===== config.mk =====
export PLATFORM = sky130hd
export DESIGN_NAME = adder16
export DESIGN_NICKNAME = d
export VERILOG_FILES = /design/src/rtl/adder16.sv
export SDC_FILE = /design/constraint.sdc
export NUM_CORES = 1
export LEC_CHECK = 0
export ABC_AREA = 1
export BUFFER_PORTS_ARGS = -buffer_cell sky130_fd_sc_hd__buf_2
export CAP_MARGIN = 20
export CORE_ASPECT_RATIO = 1.4
export CORE_UTILIZATION = 37
export DETAILED_ROUTE_END_ITERATION = 16
export PLACE_DENSITY = 0.82
export SLEW_MARGIN = 15
export SYNTH_ARGS = -nofsm -noshare
export SYNTH_HDL_FRONTEND = slang
export SYNTH_SLANG_ARGS = --single-unit

===== constraint.sdc =====
create_clock -name clk -period 7.7 [get_ports clk]
set_input_delay 0.385 -clock clk [delete_from_list [all_inputs] [get_ports clk]]
set_output_delay 0.385 -clock clk [all_outputs]
set_load 0.005 [all_outputs]

===== src/rtl/adder16.sv =====
// adder16: 16-bit ripple-carry adder with signed overflow flag
// and a registered copy of sum, carry and overflow.
module adder16 (
    input  logic        clk,
    input  logic        rst_n,
    input  logic [15:0] a,
    input  logic [15:0] b,
    input  logic        cin,
    output logic [15:0] s,
    output logic        cout,
    output logic        ovf,
    output logic [15:0] s_q,
    output logic        cout_q,
    output logic        ovf_q
);

    logic [16:0] w_c;
    logic [15:0] w_s;
    logic        w_ovf;

    logic [15:0] r_s_q;
    logic        r_cout_q;
    logic        r_ovf_q;

    assign w_c[0] = cin;

    // One full adder per bit; the carry ripples from bit 0 up to bit 15.
    for (genvar i = 0; i < 16; i++) begin : g_fa
        assign w_s[i]   = a[i] ^ b[i] ^ w_c[i];
        assign w_c[i+1] = (a[i] & b[i])
                        | (a[i] & w_c[i])
                        | (b[i] & w_c[i]);
    end

    // Signed overflow: carry into the sign bit differs from carry out of it.
    assign w_ovf = w_c[16] ^ w_c[15];

    assign s    = w_s;
    assign cout = w_c[16];
    assign ovf  = w_ovf;

    // Registered copy; cleared asynchronously while reset is held low.
    always_ff @(posedge clk or negedge rst_n) begin
        if (!rst_n) begin
            r_s_q    <= 16'h0000;
            r_cout_q <= 1'b0;
            r_ovf_q  <= 1'b0;
        end else begin
            r_s_q    <= w_s;
            r_cout_q <= w_c[16];
            r_ovf_q  <= w_ovf;
        end
    end

    assign s_q    = r_s_q;
    assign cout_q = r_cout_q;
    assign ovf_q  = r_ovf_q;

endmodule


==> results of run 1 <==
state kept, by name, summed over array words and instances, names as in the netlist:
| name | cells |
|---|---|
| s_q | 16 |
| cout_q | 1 |
| ovf_q | 1 |
metrics by stage:
stage / cell area (um^2) / hold WS [ps] / total power [uW]
after global placement: 1200 / 317 / 196
after detailed placement: 1200 / 329 / 200
final: 1230 / -2.49 / 253
after floorplan: 820 / 89.4 / 149
after global routing: 1230 / 14.9 / 271
after CTS: 1230 / 7.67 / 257
cell type report:
type	count	area (um^2)	share of cell area
clock buffers	4	36.3	0.0294
well taps	21	26.3	0.0213
inverters	10	37.5	0.0305
flip-flops and latches	18	450	0.365
repair buffers	70	350	0.284
multi-input cells	19	332	0.269
where the power goes:
group / leakage, uW / switching [uW] / internal, uW
Combinational: 0.000454 / 38.8 / 41.9
Sequential: 0.000210 / 3.46 / 112
Clock: 0.0000210 / 28.6 / 28.7
cell usage after synthesis:
| master | number |
|---|---|
| inv_2 | 1 |
| dfrtp_1 | 18 |
| inv_1 | 9 |
| fa_1 | 16 |
| nand2_1 | 3 |
layer usage:
layer,part of all wire,GRT usage,vias to the layer above
met4,0.013,0.0691,0
met3,0.13,0.0561,2
li1,-,-,282
met2,0.53,0.275,52
met5,0,0,-
met1,0.33,0.169,275
cells by family (layout without fill, tap and decap cells):
logic type / after synthesis / after routing / share of synthesized area
buf+inv: 10 / 84 / 0.0458
fa+ha+maj: 16 / 16 / 0.391
flops: 18 / 18 / 0.550
simple gates: 3 / 3 / 0.0137
worst paths after layout:
kind | startpoint | to | depth (start not counted)
setup / recovery | b[0] | s[15] | 22
hold / removal | rst_n | s_q[6]$_DFF_PN0_ | 1
max in group asynchronous | rst_n | ovf_q$_DFF_PN0_ | 1
min in group clk | b[10] | s_q[10]$_DFF_PN0_ | 2
==> results.py, run 1 <==
metrics = {
    "cells_and_area": {
        "drive_gt1_frac": 0.620,
        "stdcell_count": 142,
        "antennaDiodeCount": 0,
        "syn2layout_area_growth_pct": 50.4,
        "final_nets": 173,
        "fill_cells": 177,
        "final_cell_mix": "buf_2, dfrtp_1, fa_1",
        "utilization": 0.610,
        "final_common_cell": "buf_2",
    },
    "sta": {
        "hold_viol": 6,
        "slew_violations": 0,
        "setup_viol": 0,
        "finalWorstSetupSlack_ps": 388,
        "fin_crit_sh": 0.950,
        "period_minus_slack_ps": 7310,
        "rsz0062_at_grt": "no",
        "tightest_slew_ps": 388,
        "hold_slack_ps": -2.49,
        "tns_ps": 0,
        "fmax_mhz": 137,
        "relSlewSlack": 0.741,
    },
    "run": {
        "cap_violations": 0,
    },
    "clocking": {
        "clock_path_buffers": 2,
        "path_clk_slew_ps": 110,
        "htreeDepth": 1,
        "cts-root-buf": "clkbuf_4",
        "tritoncts": "built",
        "cts_buffers": 3,
        "ctsHoldBuffers": 0,
        "cts_sinks": 18,
        "post_cts.repair.setup_buffers": 0,
        "cts-resized-gates": 0,
    },
    "drt": {
        "ant_nets": 0,
        "wl_mm": 1.69,
        "vias": 611,
        "dr.pass1.iters": 3,
        "drcViolationCount": 0,
        "post_drt_wl_per_cell_um": 11.9,
        "avgViaCountPerCell": 4.30,
        "drtIter0Drc": 1,
    },
    "floorplan": {
        "die_x_um": 41.8,
        "die-height_um": 57.7,
        "initial_utilization": 0.406,
        "io_pins": 71,
        "rows": 19,
        "core_area_um2": 2020,
        "design.die.area_um2": 2410,
    },
    "global_route": {
        "grt_max_degree": 19,
        "grtUsageTotal": 0.157,
        "grt_pass1_vias": 623,
        "grt_pass1_wl_mm": 2.78,
        "antenna_found_initial": 0,
        "grt_overflow": 0,
    },
    "setup_path": {
        "crit_top_cell": "fa_1",
        "crit_family": "adder cells",
        "required_ps": 7320,
        "path_class": "in2out",
        "slowest_delay_ps": 420,
        "critPathArrivalTime_ps": 6930,
        "critical_path.cell_chain": "buf_2 > inv_1 > fa_1 > inv_1 > fa_1 > fa_1 > fa_1 > fa_1 > fa_1 > fa_1 > fa_1 > fa_1 > fa_1 > fa_1 > fa_1 > fa_1 > fa_1 > fa_1 > inv_2 > fa_1 > inv_1 > buf_2",
        "slowest_stage": "fa_1",
        "cp_max_fo": 2,
        "endpoint_kind": "primary output",
        "critical_path_buf_inv_count": 6,
        "start_kind": "primary input",
    },
    "yosys": {
        "synth.cell_area_um2": 820,
        "postSynthAreaPerCell_um2": 17.4,
        "synthCells": 47,
        "yosysSeqAreaShare": 0.550,
        "synth_seq_cells": 18,
        "yosys-top-cells-area": "dfrtp_1, fa_1, inv_1, nand2_1, inv_2",
        "yosysWarnings": 0,
        "synth_top_area_frac": 0.550,
        "synth_fp_nets": 98,
        "synth_cell_types": 5,
        "yosys.area.top_type": "dfrtp_1",
    },
    "place": {
        "port_buffers": 70,
        "place_inst": 138,
        "finalWeightedCongestion": 0.720,
        "place_hpwl_mm": 1.48,
        "pre_cts_ws_ps": 363,
    },
    "pwr": {
        "irDropWorstVdd_mv": 0.109,
        "p_leak_uw": 0.000685,
        "pwr_density_cell_nw_per_um2": 206,
    },
    "run_status": {
        "status": "complete, but fails checks",
        "violations": "hold timing",
    },
    "hold_path": {
        "hold_path.class": "in2async",
    },
}
Note: power is estimated with default switching activity, not from simulation.
==> run 2: changes to the inputs <==
CTS_CLUSTER_DIAMETER = 120   (was default)
HOLD_SLACK_MARGIN = 0.06   (was default)
==> run 2 against run 1 <==
Effect of this change:
- the run now ends clean
- non-clock buffer count rose by 1
- clock power hardly changed
- total power rose by 0.16%
- count of clock-buffer cells in the layout unchanged
==> results.py, run 2 (synthesis gave the netlist of run 1 again) <==
metrics = {
    "pwr": {
        "power_frac_seq": 0.454,
        "intPower_uw": 183,
        "pwr_density_cell_nw_per_um2": 204,
        "p_switching_uw": 70.9,
        "irDropWorstVdd_mv": 0.109,
        "power_frac_comb": 0.319,
        "clockPowerShare": 0.226,
        "p_leak_uw": 0.000689,
        "p_sw_frac": 0.280,
    },
    "floorplan": {
        "rows": 19,
        "die_x_um": 41.8,
        "die-height_um": 57.7,
        "core_area_um2": 2020,
        "io_pins": 71,
        "initial_utilization": 0.406,
        "design.die.area_um2": 2410,
    },
    "setup_path": {
        "endpoint_kind": "primary output",
        "cp_max_fo": 2,
        "path_class": "in2out",
        "slowest_stage": "fa_1",
        "start_kind": "primary input",
        "crit_top_cell": "fa_1",
        "critPathArrivalTime_ps": 6930,
        "required_ps": 7320,
        "slowest_delay_ps": 420,
        "critical_path.cell_chain": "buf_2 > inv_1 > fa_1 > inv_1 > fa_1 > fa_1 > fa_1 > fa_1 > fa_1 > fa_1 > fa_1 > fa_1 > fa_1 > fa_1 > fa_1 > fa_1 > fa_1 > fa_1 > inv_2 > fa_1 > inv_1 > buf_2",
    },
    "place": {
        "finalWeightedCongestion": 0.720,
        "place_hpwl_mm": 1.48,
        "port_buffers": 70,
        "pre_cts_ws_ps": 363,
        "placed_area_um2": 1200,
    },
    "drt": {
        "vias": 615,
        "ant_nets": 0,
        "post_drt_wl_per_cell_um": 11.8,
        "wl_mm": 1.69,
        "drtIter0Drc": 1,
        "drcViolationCount": 0,
        "avgViaCountPerCell": 4.30,
        "dr.pass1.iters": 2,
    },
    "cells_and_area": {
        "final_nets": 174,
        "antennaDiodeCount": 0,
        "fill_cells": 175,
        "syn2layout_area_growth_pct": 51.6,
        "largest_reg_flops": 16,
        "fin_area_um2": 1240,
        "final_common_cell": "buf_2",
        "final_cell_mix": "buf_2, dfrtp_1, fa_1",
        "drive_gt1_frac": 0.615,
    },
    "sta": {
        "fmax_mhz": 137,
        "hold_slack_ps": 380,
        "tns_ps": 0,
        "finalWorstSetupSlack_ps": 389,
        "tightest_slew_ps": 389,
        "hold_viol": 0,
        "setup_viol": 0,
        "rsz0062_at_grt": "no",
        "period_minus_slack_ps": 7310,
        "fin_crit_sh": 0.950,
        "relSlewSlack": 0.740,
        "slew_violations": 0,
    },
    "clocking": {
        "htreeDepth": 1,
        "clock_path_buffers": 2,
        "post_cts.repair.setup_buffers": 0,
        "cts_buffers": 3,
        "tritoncts": "built",
        "cts_sinks": 18,
        "path_clk_slew_ps": 110,
        "cts-root-buf": "clkbuf_4",
    },
    "run_status": {
        "status": "completed",
    },
    "global_route": {
        "grt_pass1_vias": 626,
        "antenna_found_initial": 0,
        "grt_pass1_wl_mm": 2.79,
        "grt_max_degree": 19,
        "grt_overflow": 0,
        "grtUsageTotal": 0.157,
    },
    "hold_path": {
        "hold_path.class": "in2reg",
    },
    "run": {
        "cap_violations": 0,
    },
}
-- run 2: final timing paths --
kind / from / to / slack (ps) / depth (start not counted)
min: b[10] / s_q[10]$_DFF_PN0_ / 380 / 2
min in group asynchronous: rst_n / s_q[7]$_DFF_PN0_ / 550 / 2
max in group asynchronous: rst_n / s_q[1]$_DFF_PN0_ / 6870 / 2
max: b[0] / s[15] / 390 / 22
-- run 2: repair_timing --
| item | 4_1_cts | 5_1_grt |
|---|---|---|
| gates resized for setup | 0 | 0 |
| hold endpoints to repair | 18 | 0 |
| hold buffers | 1 | 0 |
| endpoints found under the setup margin | 0 | 0 |
-- run 2: layout make-up --
class                      instances  area [um^2]  area share
sequential                        18          450       0.363
multi-input combinational         19          332       0.267
inverter                          10         37.5      0.0302
timing repair buffer              71          360       0.290
tap                               21         26.3      0.0211
clock buffer                       4         36.3      0.0292
-- run 2: stage by stage --
| step | total power, uW | util | instances |
|---|---|---|---|
| 2_1_floorplan | 149 | - | 47 |
| 3_3_place_gp | 196 | 0.592 | 138 |
| 3_5_place_dp | 200 | 0.592 | 138 |
| 4_1_cts | 257 | 0.615 | 143 |
| 5_1_grt | 272 | 0.615 | 143 |
| 6_report | 254 | 0.615 | 143 |
-- run 2: routing by layer --
metal	wire (um)	GRT usage	vias to the layer above	share of wire
met5	0	0	-	0
met4	22	0.0691	0	0.013
met3	224	0.0561	2	0.13
met2	899	0.277	52	0.53
met1	547	0.169	276	0.32
li1	-	-	285	-
-- run 2: power groups by stage --
stage          sequential [uW]  combinational, uW  clock, uW
6_report                   115               81.0       57.4
5_1_grt                    117               91.7       62.8
4_1_cts                    115               83.5       58.4
3_5_place_dp               117               82.9          0
3_3_place_gp               117               79.1          0
2_1_floorplan              121               27.4          0
-- run 2: critical path: cells and delay by family --
family | cells | cell delay (ps)
fa+ha+maj | 16 | 6060
buf+inv | 6 | 470
